**src/rtl/quad_step_decoder.sv**
```systemverilog
// ============================================================================
// quad_step_decoder: A/B quadrature decoder with glitch filter, step/dir out.
// Revision: 1.0
// ============================================================================
`default_nettype none

module quad_step_decoder #(
  parameter int SYNC_STAGES = 2,
  parameter int FILTER_LEN  = 4
) (
  input  logic       clk,
  input  logic       rst_n,
  input  logic       a_in,
  input  logic       b_in,
  input  logic       err_clr,
  output logic       step,
  output logic       UpDwn,
  output logic       err,
  output logic [1:0] phase
);

  typedef enum logic [0:0] {
    ST_INIT  = 1'b0,
    ST_TRACK = 1'b1
  } state_t;

  localparam logic [7:0] FLEN = 8'(FILTER_LEN);

  logic [SYNC_STAGES-1:0] sync_a_q, sync_a_d;
  logic [SYNC_STAGES-1:0] sync_b_q, sync_b_d;
  logic [1:0]             sync_ab;
  logic [1:0]             prev_ab_q, prev_ab_d;
  logic [1:0]             phase_q, phase_d;
  logic [7:0]             cnt_q, cnt_d, cnt_inc;
  logic [7:0]             stable_q, stable_d, stable_inc;
  state_t                 state_q, state_d;
  logic                   step_q, step_d;
  logic                   up_dwn_q, up_dwn_d;
  logic                   err_q, err_d;
  logic                   accept;
  logic                   move_up, move_dn, illegal;

  // Successor of a phase when the encoder turns in the "up" direction.
  function automatic logic [1:0] up_next(input logic [1:0] p);
    case (p)
      2'b00:   up_next = 2'b10;
      2'b10:   up_next = 2'b11;
      2'b11:   up_next = 2'b01;
      default: up_next = 2'b00;
    endcase
  endfunction

  function automatic logic [1:0] dn_next(input logic [1:0] p);
    case (p)
      2'b00:   dn_next = 2'b01;
      2'b01:   dn_next = 2'b11;
      2'b11:   dn_next = 2'b10;
      default: dn_next = 2'b00;
    endcase
  endfunction

  always_comb begin
    sync_a_d = {sync_a_q[SYNC_STAGES-2:0], a_in};
    sync_b_d = {sync_b_q[SYNC_STAGES-2:0], b_in};
  end

  assign sync_ab = {sync_a_q[SYNC_STAGES-1], sync_b_q[SYNC_STAGES-1]};

  // A fresh candidate restarts the count with its first cycle already counted,
  // so a change stable for FILTER_LEN synchronized cycles is accepted on time.
  always_comb begin
    prev_ab_d = sync_ab;
    cnt_inc   = (sync_ab != prev_ab_q) ? 8'd1 : cnt_q + 8'd1;
    accept    = (sync_ab != phase_q) && (cnt_inc == FLEN);
    phase_d   = accept ? sync_ab : phase_q;
    if ((sync_ab == phase_q) || accept) begin
      cnt_d = 8'd0;
    end else begin
      cnt_d = cnt_inc;
    end
  end

  always_comb begin
    move_up    = accept && (sync_ab == up_next(phase_q));
    move_dn    = accept && (sync_ab == dn_next(phase_q));
    illegal    = accept && ((sync_ab ^ phase_q) == 2'b11);
    stable_inc = stable_q + 8'd1;
  end

  always_comb begin
    state_d  = state_q;
    stable_d = 8'd0;
    step_d   = 1'b0;
    up_dwn_d = up_dwn_q;
    // Set has priority over clear when both land on the same edge.
    err_d    = err_clr ? 1'b0 : err_q;
    if (state_q == ST_INIT) begin
      if (accept) begin
        state_d = ST_TRACK;
      end else if (sync_ab == phase_q) begin
        if (stable_inc == FLEN) begin
          state_d = ST_TRACK;
        end else begin
          stable_d = stable_inc;
        end
      end
    end else begin
      if (move_up) begin
        step_d   = 1'b1;
        up_dwn_d = 1'b1;
      end else if (move_dn) begin
        step_d   = 1'b1;
        up_dwn_d = 1'b0;
      end else if (illegal) begin
        err_d = 1'b1;
      end
    end
  end

  always_ff @(posedge clk or negedge rst_n) begin
    if (!rst_n) begin
      sync_a_q  <= '0;
      sync_b_q  <= '0;
      prev_ab_q <= 2'b00;
      phase_q   <= 2'b00;
      cnt_q     <= 8'd0;
      stable_q  <= 8'd0;
      state_q   <= ST_INIT;
      step_q    <= 1'b0;
      up_dwn_q  <= 1'b1;
      err_q     <= 1'b0;
    end else begin
      sync_a_q  <= sync_a_d;
      sync_b_q  <= sync_b_d;
      prev_ab_q <= prev_ab_d;
      phase_q   <= phase_d;
      cnt_q     <= cnt_d;
      stable_q  <= stable_d;
      state_q   <= state_d;
      step_q    <= step_d;
      up_dwn_q  <= up_dwn_d;
      err_q     <= err_d;
    end
  end

  assign step  = step_q;
  assign UpDwn = up_dwn_q;
  assign err   = err_q;
  assign phase = phase_q;

endmodule

`default_nettype wire

```
**config.mk**
```make
export PLATFORM = sky130hd
export DESIGN_NAME = quad_step_decoder
export DESIGN_NICKNAME = d
export VERILOG_FILES = /design/src/rtl/quad_step_decoder.sv
export SDC_FILE = /design/constraint.sdc
export NUM_CORES = 1
export LEC_CHECK = 0
export CAP_MARGIN = 20
export CORE_MARGIN = 4
export CORE_UTILIZATION = 60
export CTS_CLUSTER_SIZE = 12
export DETAILED_ROUTE_END_ITERATION = 7
export PLACE_DENSITY = 0.82
export SLEW_MARGIN = 20
export SYNTH_ARGS = -nofsm -noshare
export SYNTH_HDL_FRONTEND = slang
export SYNTH_SLANG_ARGS = --single-unit
```
**constraint.sdc**
```tcl
create_clock -name clk -period 4.3 [get_ports clk]
set_clock_uncertainty 0.05 [all_clocks]
set_input_delay 0.86 -clock clk [delete_from_list [all_inputs] [get_ports clk]]
set_output_delay 0.86 -clock clk [all_outputs]
set_load 0.005 [all_outputs]
```
---- Yosys cells after proc, flatten, opt, wreduce, memory -nomap -nowiden ----
Cells that the tools add are included.
operators by class
  equal/unequal tests ..................... 11
  $add $sub $neg .......................... 2
  reduce and logical (&&, ||, !) cells .... 8
  multiplexer cells ....................... 22
  bitwise gates (word level) .............. 1
operators with widths
  kind                                                                    count
  8-bit 2-to-1 mux                                                        6
  8-bit by 1-bit adder with 8-bit output (second input constant)          2
  8-bit by 3-bit equality test with 1-bit output (second input constant)  2
  1-bit 2-to-1 mux                                                        14
  2-bit one-hot mux with 3 select lines                                   2
  2-bit equality test                                                     3
  2-bit equality test (second input constant)                             3
  1-bit logical AND                                                       4
  2-bit inequality test                                                   2
  2-bit by 1-bit equality test with 1-bit output (second input constant)  1
  2-bit logical NOT                                                       1
  2-bit AND reduction                                                     1
  2-bit nonzero test                                                      1
  2-bit XOR                                                               1
  1-bit logical OR                                                        1
storage, ports and cells
  output and inout port bits .............. 5
  register bits after elaboration ......... 28
  word-level logic and storage cells ...... 54

---- Logic depth before layout (Yosys ltp) ----
  word-level depth ........................ 9
  mapped depth ............................ 7
  mapped depth without buffers ............ 6

---- Least setup slack after synthesis ----
OpenSTA, ideal clock, no wires.
  path type ............................... reg-to-reg
  start point ............................. reg cnt_q[0]
  end point ............................... reg phase_q[0], in the netlist phase[0]
  buffers on the path ..................... 1
  slack ................................... 2.241 ns
  stages on the path, launching flop included .. 8
  library setup time ...................... 0.125 ns
  required time ........................... 4.125 ns
  period minus slack after synthesis ...... 2.059 ns
  arrival ................................. 1.884 ns
  path through ............................ dfrtp_1 -> ha_1 -> a211o_1 -> a21oi_2 -> o2111ai_1 -> or2_1 -> buf_6 -> mux2_4
on the way
  word-level cells in the longest chain between the ends .. 4
RTL lines
  item                                            RTL line  source
  from (decl)                                     34        logic [7:0] cnt_q, cnt_d, cnt_inc;
  from (signal assigned)                          137       cnt_q <= cnt_d;
  8-bit by 1-bit adder with 8-bit output          73        cnt_inc = (sync_ab != prev_ab_q) ? 8'd1 : cnt_q + 8'd1;
  8-bit 2-to-1 mux                                73
  8-bit by 3-bit equality test with 1-bit output  74        accept = (sync_ab != phase_q) && (cnt_inc == FLEN);
  1-bit logical AND                               74
  to (signal assigned)                            136       phase_q <= phase_d;
  to (decl)                                       33        logic [1:0] phase_q, phase_d;
Every way passes these cells.
A chain may end at the register's enable or synchronous reset.

---- Worst setup path in the final report ----
Same ends and word-level chain as after synthesis.

==> results.json <==
{
  "htreeDepth": 1,
  "crit_type": "flip-flop to flip-flop",
  "hold_path_class": "flip-flop to flip-flop",
  "hold_violations": 0,
  "drt_iter0_markers": 13,
  "ir_drop_v": 0.0003028,
  "n_antenna_cell": 0,
  "final_common_cell": "dfrtp_1",
  "worstMarginPinSlew_ns": 0.4090,
  "layout_common_cells": "27 x dfrtp_1, 18 x nor2_1, 14 x xor2_1",
  "cap_violations": 0,
  "setup_slack_ns": 2.024,
  "place_congestion": 0.7964,
  "max_freq_ghz": 0.4394,
  "yosysUniqueCellTypes": 32,
  "cpPeakStageDelay_ns": 0.47,
  "io_pins": 10,
  "grtUsageTotal_pct": 18.20,
  "cts_buffer_depth": 2,
  "yosysWarnings": 0,
  "finalMaxSlewViolations": 0,
  "wl_um": 2222,
  "die_h_um": 55.04,
  "die_x_um": 55.04,
  "area_growth_pct": 10.65,
  "postCtsSetupRepairBufs": 0,
  "status": "finished, final reports clean",
  "grt_pass1_vias": 910,
  "final_area_mm2": 0.001469,
  "finalSetupViolations": 0,
  "post-place-ws_ns": 2.075,
  "dpl_cell_area_mm2": 0.001433,
  "holdWs_ns": 0.3288,
  "cp-start-kind": "flip-flop",
  "drive_above_1_share_pct": 7.519,
  "power_leakage_nw": 0.6550,
  "async_flop_share_pct": 100.0,
  "grt_overflow": 0,
  "initial_core_util_pct": 65.66,
  "ys.flop_type": "dfrtp_1",
  "fillCellCount": 143,
  "vias": 916,
  "endpoint_kind": "flip-flop",
  "fin_nets": 142,
  "cts_hold_buf": 0,
  "period_needed_ns": 2.276,
  "syn_nets": 130,
  "ant_nets": 0,
  "rsz0062_at_grt": "no",
  "cts.clk_slew.worst_paths_ns": 0.14,
  "ys_seq_area_share_pct": 52.87,
  "core_mm2": 0.002022,
  "crit_fanout": 6,
  "rows": 16,
  "tns_ns": 0,
  "clock-root-buffer": "clkbuf_4",
  "die-area_mm2": 0.003029,
  "cts_tree": "done",
  "numCtsBuffers": 3,
  "worstPathRequired_ns": 4.47,
  "drc": 0,
  "synth_edf_count": 0,
  "syn_area_per_cell_um2": 10.88,
  "drt_pass1_iterations": 4,
  "yosys_register_bits": 28,
  "vias_per_cell": 5.725,
  "clock_sinks": 28,
  "p_per_area_mw_per_mm2": 412.2,
  "clk_latency_ns": 0.32,
  "cts.repair.resized": 0,
  "slew_headroom_pct": 72.44,
  "grt_max_degree": 29,
  "fin_crit_sh_pct": 52.92,
  "crit_chain": "ha_1 -> xnor2_1 -> nor3_1 -> o2111ai_1 -> or2_1 -> mux2_4",
  "critPathSlowestCell": "dfrtp_1",
  "netlist_instances": 122,
  "hpwl_um": 1656,
  "grt_pass1_wl_um": 3919,
  "avgRoutedWirePerCell_um": 13.89,
  "antenna_found_initial": 0,
  "critPathArrivalTime_ns": 2.44,
  "port_buffers": 9,
  "synth_area_mm2": 0.001328
}
## flip-flops by register name, summed over array words and instances (netlist names)
signal     cells
err            1
sync_b_q       2
stable_q       8
state_q        1
phase          2
cnt_q          8
prev_ab_q      2
step           1
sync_a_q       2
UpDwn          1
## final cells by class
class / instances / area, um^2 / share of cell area (%)
multi-input combinational: 87 / 584.3 / 39.78
inverter: 4 / 15.01 / 1.022
tap: 27 / 33.78 / 2.300
clock buffer: 4 / 36.28 / 2.470
sequential: 28 / 701.9 / 47.79
timing repair buffer: 10 / 97.59 / 6.644
## kinds of logic after synthesis
| logic type | Yosys count | share of synthesized area (%) |
|---|---|---|
| XOR/XNOR | 22 | 14.52 |
| AO/OA/AOI/OAI | 12 | 6.316 |
| AND/OR/NAND/NOR | 48 | 18.10 |
| flip-flops | 28 | 52.88 |
| buffers and inverters | 7 | 3.110 |
| multiplexers | 2 | 2.262 |
| adder cells (fa/ha/maj) | 3 | 2.828 |
## final timing paths
path                       cells past startpoint  slack [ns]           to         from
max in group asynchronous                      2        3.05        UpDwn        rst_n
min reg2reg                                    0        0.33  sync_b_q[1]  sync_b_q[0]
min in group asynchronous                      2        0.84     cnt_q[7]        rst_n
max reg2reg                                    6        2.02     phase[0]     cnt_q[0]
max                                            6        2.02     phase[0]     cnt_q[0]
min                                            0        0.33  sync_b_q[1]  sync_b_q[0]
## cells in the mapped netlist (2+ instances only)
cell      count  area [um^2]
ha_1          3        37.54
buf_6         2        22.52
mux2_4        2        30.03
inv_1         4        15.01
nor4_1        2        12.51
dfrtp_1      27        675.7
nand2_1       3        11.26
nand2b_1      2        12.51
nand3_1       9        45.04
nor2_1       18        67.56
and3_1        5        31.28
nor3_1        2        10.01
o21ai_0       2        10.01
xnor2_1       8        70.07
nand4_1       2        12.51
xor2_1       14        122.6
o21bai_1      2        15.01
## report_power, final
| group | internal [mW] | leakage [nW] | switching (mW) | total, mW |
|---|---|---|---|---|
| Sequential | 0.292 | 0.365 | 0.0385 | 0.330 |
| Clock | 0.0517 | 0.0210 | 0.0714 | 0.123 |
| Combinational | 0.0828 | 0.269 | 0.0695 | 0.152 |
## routing by layer
| layer | GRT usage [%] | wire length, um | vias to the layer above |
|---|---|---|---|
| met1 | 22.36 | 992 | 444 |
| met2 | 31.10 | 1101 | 29 |
| met3 | 2.949 | 89 | 8 |
| met4 | 8.502 | 39 | 0 |
| met5 | 0 | 0 | - |
| li1 | - | - | 435 |
## stage by stage
| step | utilization [%] | std cells | power (mW) |
|---|---|---|---|
| 6_report | 72.65 | 160 | 0.6054 |
| 5_1_grt | 72.65 | 160 | 0.6460 |
| 4_1_cts | 72.65 | 160 | 0.6119 |
| 3_5_place_dp | 70.85 | 156 | 0.4875 |
| 3_3_place_gp | 70.85 | 156 | 0.4798 |
| 2_1_floorplan | - | 122 | 0.4320 |
## critical path: cells and delay by family (launching register included)
family,cells,cell delay (ns)
mux,1,0.32
simple gates,2,0.62
compound gates,1,0.23
xor+xnor,1,0.18
fa+ha+maj,1,0.30
flops,1,0.47
Power figures use the tool's default switching activity.
